$ cat config.mk
export PLATFORM = sky130hd
export DESIGN_NAME = ex_pipe_unit
export DESIGN_NICKNAME = d
export VERILOG_FILES = /design/src/rtl/ex_pipe_unit_pkg.sv /design/src/rtl/ex_pipe_unit_bcd_nibble.sv /design/src/rtl/ex_pipe_unit.sv
export SDC_FILE = /design/constraint.sdc
export NUM_CORES = 1
export LEC_CHECK = 0
export BUFFER_PORTS_ARGS = -buffer_cell sky130_fd_sc_hd__buf_4
export CORE_MARGIN = 4
export CORE_UTILIZATION = 55
export CTS_CLUSTER_DIAMETER = 30
export DETAILED_ROUTE_END_ITERATION = 10
export PLACE_DENSITY = 0.77
export SETUP_SLACK_MARGIN = 0.2
export SLEW_MARGIN = 10
export SYNTH_ARGS = -nofsm -noshare
export SYNTH_HDL_FRONTEND = slang
export SYNTH_HIERARCHICAL = 1
export SYNTH_SLANG_ARGS = --single-unit
$ cat constraint.sdc
create_clock -name clk_i -period 16.05 [get_ports clk_i]
set_input_delay 3.21 -clock clk_i [delete_from_list [all_inputs] [get_ports clk_i]]
set_output_delay 3.21 -clock clk_i [all_outputs]
set_load 0.05 [all_outputs]
$ cat src/rtl/ex_pipe_unit_pkg.sv
// Shared CPU definitions for the execute stage: ALU operation codes, flag
// bit positions and execute-unit FSM states.
package ex_pipe_unit_pkg;

  localparam int unsigned BYTE = 8;

  // Bit positions inside the {N,V,Z,C} flag vector
  localparam int unsigned FLAG_N = 3;
  localparam int unsigned FLAG_V = 2;
  localparam int unsigned FLAG_Z = 1;
  localparam int unsigned FLAG_C = 0;

  typedef enum logic [3:0] {
    ADC, SBC, AND, ORA, EOR, ASL, LSR, ROL, ROR, INC, DEC, CMP, BIT, PASSB
  } alu_op_t;

  typedef enum logic {
    IDLE,
    BCD
  } ex_state_t;

  function automatic logic is_arith(alu_op_t op);
    return (op == ADC) || (op == SBC);
  endfunction

endpackage

$ cat src/rtl/ex_pipe_unit_bcd_nibble.sv
// Combinational 4-bit decimal add/subtract step with carry in/out.
// For subtraction the caller supplies the one's complement of the B nibble.
module ex_bcd_nibble
  import ex_pipe_unit_pkg::*;
(
  input  logic [3:0] i_a,
  input  logic [3:0] i_b,
  input  logic       i_c,
  input  logic       i_sub,
  output logic [3:0] o_s,
  output logic       o_c
);

  logic [4:0] w_sum;

  always_comb begin
    w_sum = {1'b0, i_a} + {1'b0, i_b} + {4'b0, i_c};
    o_s   = w_sum[3:0];
    o_c   = w_sum[4];
    if (!i_sub) begin
      if (w_sum > 5'd9) begin
        o_s = w_sum[3:0] + 4'd6;
        o_c = 1'b1;
      end
    end else begin
      // No carry out of the nibble means a decimal borrow occurred
      if (!w_sum[4]) begin
        o_s = w_sum[3:0] - 4'd6;
        o_c = 1'b0;
      end
    end
  end

endmodule

$ cat src/rtl/ex_pipe_unit.sv
// Registered, valid/ready handshaked execute unit holding the N/V/Z/C flags,
// with optional nibble-serial decimal ADC/SBC.
module ex_pipe_unit
  import ex_pipe_unit_pkg::*;
#(
  parameter int unsigned DATA_W     = 2 * BYTE,
  parameter bit          ENABLE_BCD = 1'b0
) (
  input  logic              clk_i,
  input  logic              rstn_i,
  input  logic              valid_i,
  output logic              ready_o,
  input  logic [DATA_W-1:0] op_A_i,
  input  logic [DATA_W-1:0] op_B_i,
  input  alu_op_t           alu_op_i,
  input  logic              decimal_i,
  input  logic              set_flags_i,
  input  logic [3:0]        flags_i,
  input  logic              flush_i,
  output logic              valid_o,
  input  logic              ready_i,
  output logic [DATA_W-1:0] alu_res_o,
  output logic [3:0]        flags_o,
  output logic              busy_o
);

  localparam int unsigned NIB   = DATA_W / 4;
  localparam int unsigned CNT_W = (NIB > 1) ? $clog2(NIB) : 1;
  localparam int unsigned MSB   = DATA_W - 1;

  ex_state_t         r_state;
  ex_state_t         w_next;
  logic [CNT_W-1:0]  r_cnt;
  logic [DATA_W-1:0] r_res;
  logic              r_valid;
  logic [3:0]        r_flags;

  logic [DATA_W-1:0] r_bcd_a;
  logic [DATA_W-1:0] r_bcd_b;
  logic [DATA_W-1:0] r_bcd_acc;
  logic              r_bcd_c;
  logic              r_bcd_v;
  logic              r_bcd_sub;

  logic              w_ready;
  logic              w_busy;
  logic              w_accept;
  logic              w_bcd_start;
  logic              w_bcd_last;
  logic [DATA_W-1:0] w_b_eff;
  logic [DATA_W:0]   w_sum;
  logic [DATA_W-1:0] w_bin_res;
  logic [3:0]        w_flags_base;
  logic [3:0]        w_flags_op;
  logic [3:0]        w_nib_s;
  logic              w_nib_c;
  logic [DATA_W-1:0] w_bcd_res;

  assign w_accept    = valid_i && w_ready;
  assign w_bcd_start = ENABLE_BCD && decimal_i && is_arith(alu_op_i);
  assign w_bcd_last  = (r_state == BCD) && (r_cnt == CNT_W'(NIB - 1));

  // FSM: state register
  always_ff @(posedge clk_i) begin
    if (!rstn_i) begin
      r_state <= IDLE;
    end else begin
      r_state <= w_next;
    end
  end

  // FSM: next state
  always_comb begin
    w_next = r_state;
    case (r_state)
      IDLE: if (w_accept && w_bcd_start) w_next = BCD;
      BCD:  if (w_bcd_last) w_next = IDLE;
      default: w_next = IDLE;
    endcase
    if (flush_i) w_next = IDLE;
  end

  // FSM: outputs
  always_comb begin
    w_ready = rstn_i && !flush_i && (r_state == IDLE) && (!r_valid || ready_i);
    w_busy  = (r_state == BCD);
  end

  // Binary ALU; flags not touched by the op fall through from the base value
  always_comb begin
    w_b_eff      = (alu_op_i == SBC) ? ~op_B_i : op_B_i;
    w_sum        = {1'b0, op_A_i} + {1'b0, w_b_eff} + {{DATA_W{1'b0}}, r_flags[FLAG_C]};
    w_flags_base = set_flags_i ? flags_i : r_flags;
    w_flags_op   = w_flags_base;
    w_bin_res    = '0;
    case (alu_op_i)
      ADC, SBC: begin
        w_bin_res          = w_sum[MSB:0];
        w_flags_op[FLAG_C] = w_sum[DATA_W];
        w_flags_op[FLAG_V] = (op_A_i[MSB] == w_b_eff[MSB]) && (w_sum[MSB] != op_A_i[MSB]);
      end
      AND: w_bin_res = op_A_i & op_B_i;
      ORA: w_bin_res = op_A_i | op_B_i;
      EOR: w_bin_res = op_A_i ^ op_B_i;
      ASL: begin
        w_bin_res          = {op_A_i[MSB-1:0], 1'b0};
        w_flags_op[FLAG_C] = op_A_i[MSB];
      end
      LSR: begin
        w_bin_res          = {1'b0, op_A_i[MSB:1]};
        w_flags_op[FLAG_C] = op_A_i[0];
      end
      ROL: begin
        w_bin_res          = {op_A_i[MSB-1:0], r_flags[FLAG_C]};
        w_flags_op[FLAG_C] = op_A_i[MSB];
      end
      ROR: begin
        w_bin_res          = {r_flags[FLAG_C], op_A_i[MSB:1]};
        w_flags_op[FLAG_C] = op_A_i[0];
      end
      INC: w_bin_res = op_A_i + DATA_W'(1);
      DEC: w_bin_res = op_A_i - DATA_W'(1);
      CMP: begin
        w_bin_res          = op_A_i - op_B_i;
        w_flags_op[FLAG_C] = (op_A_i >= op_B_i);
      end
      BIT:   w_bin_res = op_A_i & op_B_i;
      PASSB: w_bin_res = op_B_i;
      default: w_bin_res = '0;
    endcase
    w_flags_op[FLAG_N] = w_bin_res[MSB];
    w_flags_op[FLAG_Z] = (w_bin_res == '0);
    if (alu_op_i == BIT) begin
      w_flags_op[FLAG_N] = op_B_i[MSB];
      w_flags_op[FLAG_V] = op_B_i[MSB-1];
    end
  end

  // Operands shift right one nibble per cycle; result nibbles enter from the top
  ex_bcd_nibble u_bcd_nibble (
    .i_a   (r_bcd_a[3:0]),
    .i_b   (r_bcd_b[3:0]),
    .i_c   (r_bcd_c),
    .i_sub (r_bcd_sub),
    .o_s   (w_nib_s),
    .o_c   (w_nib_c)
  );

  assign w_bcd_res = {w_nib_s, r_bcd_acc[DATA_W-1:4]};

  always_ff @(posedge clk_i) begin
    if (!rstn_i) begin
      r_cnt     <= '0;
      r_res     <= '0;
      r_valid   <= 1'b0;
      r_flags   <= '0;
      r_bcd_a   <= '0;
      r_bcd_b   <= '0;
      r_bcd_acc <= '0;
      r_bcd_c   <= 1'b0;
      r_bcd_v   <= 1'b0;
      r_bcd_sub <= 1'b0;
    end else begin
      if (set_flags_i) r_flags <= flags_i;
      if (flush_i) begin
        r_valid <= 1'b0;
        r_cnt   <= '0;
      end else begin
        if (r_valid && ready_i) r_valid <= 1'b0;
        case (r_state)
          IDLE: begin
            if (w_accept) begin
              if (w_bcd_start) begin
                r_bcd_a   <= op_A_i;
                r_bcd_b   <= w_b_eff;
                r_bcd_c   <= r_flags[FLAG_C];
                r_bcd_v   <= w_flags_op[FLAG_V];
                r_bcd_sub <= (alu_op_i == SBC);
                r_bcd_acc <= '0;
                r_cnt     <= '0;
              end else begin
                r_res   <= w_bin_res;
                r_valid <= 1'b1;
                r_flags <= w_flags_op;
              end
            end
          end
          BCD: begin
            r_bcd_a   <= r_bcd_a >> 4;
            r_bcd_b   <= r_bcd_b >> 4;
            r_bcd_c   <= w_nib_c;
            r_bcd_acc <= w_bcd_res;
            r_cnt     <= r_cnt + 1'b1;
            if (w_bcd_last) begin
              r_res   <= w_bcd_res;
              r_valid <= 1'b1;
              r_cnt   <= '0;
              r_flags <= {w_bcd_res[MSB], r_bcd_v, (w_bcd_res == '0), w_nib_c};
            end
          end
          default: ;
        endcase
      end
    end
  end

  assign ready_o   = w_ready;
  assign busy_o    = w_busy;
  assign valid_o   = r_valid;
  assign alu_res_o = r_res;
  assign flags_o   = r_flags;

endmodule

; Word-level counts from Yosys, hierarchy flattened
; Index checks and enable logic that the tools add are counted.
[word_totals]
reg_bits = 73
in_bits = 47
word_cells = 92
[classes]
n_addsub = 9
n_lt_le_gt_ge = 2
n_eq_ne = 18
n_mux = 27
n_bitwise = 7
reduce_logical = 20
[op_table]
columns = operator, count
row1 = one-hot mux 16 bit (12 select lines), 1
row2 = two-way mux 16 bit, 6
row3 = logical NOT 16 bit, 2
row4 = one-hot mux 16 bit (2 select lines), 1
row5 = == test 4 bit (second input constant), 6
row6 = two-way mux 4 bit, 5
row7 = adder 16 x 16 -> 17 bit, 1
row8 = adder 17 x 1 -> 17 bit, 1
row9 = adder 16 x 1 -> 16 bit (second input constant), 1
row10 = bitwise AND 16 bit, 1
row11 = == test 4 x 3 -> 1 bit (second input constant), 4
row12 = greater-or-equal comparator 16 bit, 1
row13 = inverter 16 bit, 1
row14 = OR 16 bit, 1
row15 = subtractor 16 x 1 -> 16 bit (second input constant), 1
row16 = subtractor 16 bit, 1
row17 = XOR 16 bit, 1
row18 = OR reduction 2 bit, 5
row19 = == test 4 x 2 -> 1 bit (second input constant), 2
row20 = one-hot mux 4 bit (2 select lines), 1
row21 = logical AND 1 bit, 7
row22 = two-way mux 1 bit, 7
row23 = two-way mux 2 bit, 3
row24 = adder 4 x 4 -> 5 bit, 1
row25 = 18 further kinds, 22

; Longest topological paths before layout
[logic_depth]
depth_word = 11
mapped_depth = 18
ltp_nobuf = 15

; By module
; The synthesis kept the hierarchy.
[by_module_without_submodules]
columns = module, instances, cells_each, area_per_inst_um2, seq_area_each_um2
row1 = ex_pipe_unit, 1, 803, 5829.3, 740.7
row2 = ex_bcd_nibble, 1, 49, 399.1, 0.0

; Least setup slack after synthesis
; No wires, ideal clock.
[synth_path]
kind = input port to output port
from = input port flush_i
to = output port ready_o
arrival_ps = 4135
path_slack_ps = 8705
path_stages = 3
path_buffers = 0
path_cell_list = inv_1 nand2_1 nor2_1
[synth_via]
elab_chain_cells = 4
[synth_rtl]
columns = element, line
row1 = from (decl), ex_pipe_unit.sv:19  ; input logic flush_i,
row2 = logical NOT 1 bit, ex_pipe_unit.sv:85  ; w_ready = rstn_i && !flush_i && (r_state == IDLE) && (!r_valid || ready_i);
row3 = logical AND 1 bit (3 in a row), ex_pipe_unit.sv:85
row4 = to (decl), ex_pipe_unit.sv:12  ; output logic ready_o,
; Every way passes these cells.

; Final worst setup path
[layout_path]
from = input port alu_op_i[3]
to = register r_flags[3], in the netlist flags_o[3]
[layout_via]
elab_chain_cells = 9
[layout_rtl]
columns = element, line
row1 = from (decl), ex_pipe_unit.sv:15  ; input alu_op_t alu_op_i,
row2 = == test 4 x 1 -> 1 bit, "ex_pipe_unit.sv:91, ex_pipe_unit.sv:96"
row3 = two-way mux 16 bit, ex_pipe_unit.sv:91  ; w_b_eff = (alu_op_i == SBC) ? ~op_B_i : op_B_i;
row4 = adder 16 x 16 -> 17 bit, ex_pipe_unit.sv:92  ; w_sum = {1'b0, op_A_i} + {1'b0, w_b_eff} + {{DATA_W{1'b0}}, r_flags[FLAG_C]};
row5 = adder 17 x 1 -> 17 bit, ex_pipe_unit.sv:92
row6 = one-hot mux 16 bit (12 select lines), ex_pipe_unit.sv:96  ; case (alu_op_i)
row7 = two-way mux 2 bit (*), ex_pipe_unit.sv:133  ; if (alu_op_i == BIT) begin
row8 = two-way mux 4 bit (*), ex_pipe_unit.sv:172  ; if (w_accept) begin
row9 = one-hot mux 4 bit (2 select lines) (*), ex_pipe_unit.sv:170  ; case (r_state)
row10 = two-way mux 4 bit (*), ex_pipe_unit.sv:165  ; if (flush_i) begin
row11 = to (signal assigned), ex_pipe_unit.sv:164  ; if (set_flags_i) r_flags <= flags_i;
row12 = to (signal assigned), ex_pipe_unit.sv:184  ; r_flags <= w_flags_op;
row13 = to (signal assigned), ex_pipe_unit.sv:198  ; r_flags <= {w_bcd_res[MSB], r_bcd_v, (w_bcd_res == '0), w_nib_c};
row14 = to (decl), ex_pipe_unit.sv:36  ; logic [3:0] r_flags;
; Mark *: on every way between the ends. The rest lies on a longest branch, timed or not.
; A chain may end at the register's enable or synchronous reset.

==> flow_summary.toml <==
[power_and_ir_drop]
switching_power_mw = 0.167
leakagePower_nw = 2.97
p_sw_share_pct = 40.4
pwr-share-seq_pct = 22.9
power.density_mw_per_mm2 = 59.6
p_comb_share_pct = 50.0
p_int_mw = 0.247
clockPowerShare_pct = 27.1
max-vdd-ir-drop_v = 0.0000915

[yosys]
yosysUniqueCellTypes = 86
synth_edf_count = 0
async_reset_ff_share_pct = 0
yosys.area_share.simple_pct = 24.1
syn-cell-area_sq_mm = 0.00623
muxShareOfSynthArea_pct = 3.74
ys_seq_elements = 37
synth_compound_area_share_pct = 30.1
synth-xor-area-share_pct = 7.29
synth_top_family_by_area = "compound AO/OA/AOI/OAI gates"
synth_fa_ha_area_share_pct = 15.9
syn_area_per_cell_sq_um = 7.31
synth_ff_type = "dfxtp_1"
synth_cells = 852
yosysSeqAreaShare_pct = 11.9
yosys_warnings = 6

[critical_path]
crit_required_ps = 16240
reg2reg_depth = 11
r2r-end = "flags_o[3]"
path_delay_family = "compound AO/OA/AOI/OAI gates"
crit_chain = "buf_4 -> or3_1 -> nor2_2 -> xnor2_1 -> fa_1 -> nor2b_1 -> o2111ai_1 -> a211oi_1 -> o21ai_0 -> nor4_1 -> a21oi_1 -> o211a_1 -> a211o_1 -> a221oi_1"
critPathCaptureType = "register"
regToRegStartpoint = "flags_o[0]"
critPathArrivalTime_ps = 7960
cpPeakStageDelay_ps = 680
crit_type = "primary input to register"
worstPathBufferInverterCount = 1
crit_path_top_delay_cell = "or3_1"
reg2reg_slack_ps = 12460
cp-start-kind = "primary input"
path_max_fanout = 39

[min_path]
min_from = "alu_res_o[14]"
hold_end = "alu_res_o[14]"
hold_class = "register to register"
worstHoldPathCells = 2

[cts]
cts_hold_buf = 0
ctsResizeCount = 0
numCtsBuffers = 5
cts.sinks = 37
clockRootBuffer = "clkbuf_16"
post_cts_buffers = 0
cts_tree = "built"
clk_path_buf_depth = 2
clkTransAtPathRegs_ps = 60
htreeDepth = 2
clk_latency_ps = 290

[drt]
drc = 0
vias = 7047
drt-total-wl_um = 21600
drt-initial-drc-count = 776
first_pass_iters = 5
routed_via_density = 6.78
ant_nets = 0
wl_per_cell_um = 20.8

[global_route]
grt_antenna_before_repair = 0
grt_pass1_vias = 6779
grt_max_degree = 40
grt_pass1_wl_um = 33900
grt-ovfl-total = 0
grt_use_total_pct = 32.2

[finish]
nNetsFinal = 1021
drive_gt1_share_pct = 11.7
utilization_pct = 63.3
fin_area_sq_mm = 0.00695
syn_to_final_growth_pct = 11.6
n_antenna_cell = 0

[sta]
finalSetupViolCount = 0
drv_slew = 0
rsz0062_at_grt = "false"
min_period_over_period_pct = 48.4
fmax_mhz = 129
slew-limit-headroom_pct = 20.5
fin_crit_ps = 7770
setup-tns-final_ps = 0
tightest_slew_ps = 1190
clock_skew_ps = 4.71
hold_viol_final = 0

[place]
place_area_sq_mm = 0.00678
place.detailed.hpwl_um = 16500
place.port_buffers = 68
globalplace.congestion = 0.987

[floorplanning]
die_area_sq_mm = 0.0131
die_y_um = 114
start_util_pct = 56.7
dieWidth_um = 114
rows = 38
pin_count = 70
design.core.area_sq_mm = 0.0110

[outcome]
status = "finished, final reports clean"

[job]
maxCapViolCount = 0
-- routing by layer --
metal	track usage [%]	share of wire [%]	vias to the layer above
met1	39.3	39	3300
li1	-	-	3220
met2	54.2	47	426
met5	0	0	-
met3	4.44	8.6	101
met4	18.2	5.6	0
-- worst max-delay path by stage --
| stage | startpoint | end | slack [ps] | cells past startpoint |
|---|---|---|---|---|
| after floorplan | flush_i | ready_o | 8700 | 3 |
| after global placement | alu_op_i[3] | flags_o[3] | 8180 | 14 |
| after detailed placement | alu_op_i[3] | flags_o[3] | 8110 | 14 |
| after CTS | alu_op_i[3] | flags_o[3] | 8400 | 14 |
| after global routing | alu_op_i[3] | alu_res_o[14] | 8130 | 15 |
| final | alu_op_i[3] | flags_o[3] | 8280 | 14 |
-- cells in the final DEF (no fill, tap or decap), types with 9 or more instances in the layout --
cell	count
xnor2_1	45
dfxtp_1	37
a21boi_0	19
o22ai_1	10
nand3_1	18
nand2b_1	19
a211oi_1	9
a221oi_1	15
o21ai_0	44
nor3_1	22
a22oi_1	9
conb_1	11
o211ai_1	11
buf_4	71
mux2i_1	21
nand4_1	9
and2_1	15
a21oi_1	53
a2bb2oi_1	10
inv_1	59
nor4_1	15
nand2_1	86
ha_1	71
o31ai_1	9
nor2_1	60
-- flip-flops by register name, indices dropped and copies added, names as in the netlist --
signal / count
alu_res_o: 16
busy_o: 1
flags_o: 4
r_bcd_acc: 12
r_bcd_c: 1
r_cnt: 2
valid_o: 1
-- power groups by stage --
stage	clock, mW	sequential [mW]	combinational, mW
after floorplan	0	0.102	0.137
after global placement	0	0.0965	0.192
after detailed placement	0	0.0966	0.196
after CTS	0.114	0.0946	0.197
after global routing	0.119	0.0947	0.222
final	0.112	0.0946	0.207
-- worst register-to-register path, delay by kind of cell (launching register included) --
family / cells / cell delay, ps
AO/OA/AOI/OAI: 7 / 2000
flip-flops: 1 / 410
buffers and inverters: 1 / 120
AND/OR/NAND/NOR: 2 / 530
adder cells (fa/ha/maj): 1 / 440
-- final cells by class --
cell class	count	area, sq um
well taps	140	175
inverters	63	239
multi-input cells	720	5090
clock inverters	2	38.8
fillers	1006	4040
clock buffers	6	129
repair buffers	71	533
flip-flops and latches	37	741
-- cell families after synthesis --
family                   Yosys count
adder cells (fa/ha/maj)           76
flip-flops                        37
multiplexers                      23
AO/OA/AOI/OAI                    266
AND/OR/NAND/NOR                  293
buffers and inverters            105
other                              1
XOR/XNOR                          51
-- cell usage after synthesis (all sizes together) (6+ instances only) --
cell type / number / share of area, %
a2bb2oi: 10 / 1.4
ha: 71 / 14
a21boi: 19 / 2.3
buf: 22 / 1.9
nand2: 86 / 5.2
o21a: 7 / 0.84
nand4: 9 / 0.90
a21o: 7 / 0.84
xnor2: 46 / 6.6
dfxtp: 37 / 12
a211oi: 9 / 1.1
nor3: 24 / 2.1
or4: 8 / 1.0
a21oi: 54 / 4.4
clkbuf: 20 / 1.2
o21ai: 45 / 3.8
o211ai: 11 / 1.3
a211o: 6 / 0.86
nor4: 18 / 2.2
nand3: 18 / 1.4
o22ai: 10 / 1.0
nor2: 61 / 3.7
o2111ai: 6 / 0.84
a22oi: 9 / 1.1
nor2b: 7 / 0.70
a31oi: 6 / 0.60
o31ai: 9 / 1.1
a221oi: 15 / 2.1
o221ai: 7 / 0.98
inv: 61 / 3.7
nand2b: 19 / 1.9
and2: 15 / 1.5
mux2i: 21 / 3.4
-- through the flow --
step	hold slack, ps	power [mW]	worst slack (ps)	instances
after global placement	453	0.289	8180	1031
after floorplan	450	0.239	8700	862
after global routing	501	0.436	8130	1039
after detailed placement	463	0.292	8110	1031
final	469	0.414	8280	1039
after CTS	473	0.405	8400	1039
(Power assumes the default switching activity.)
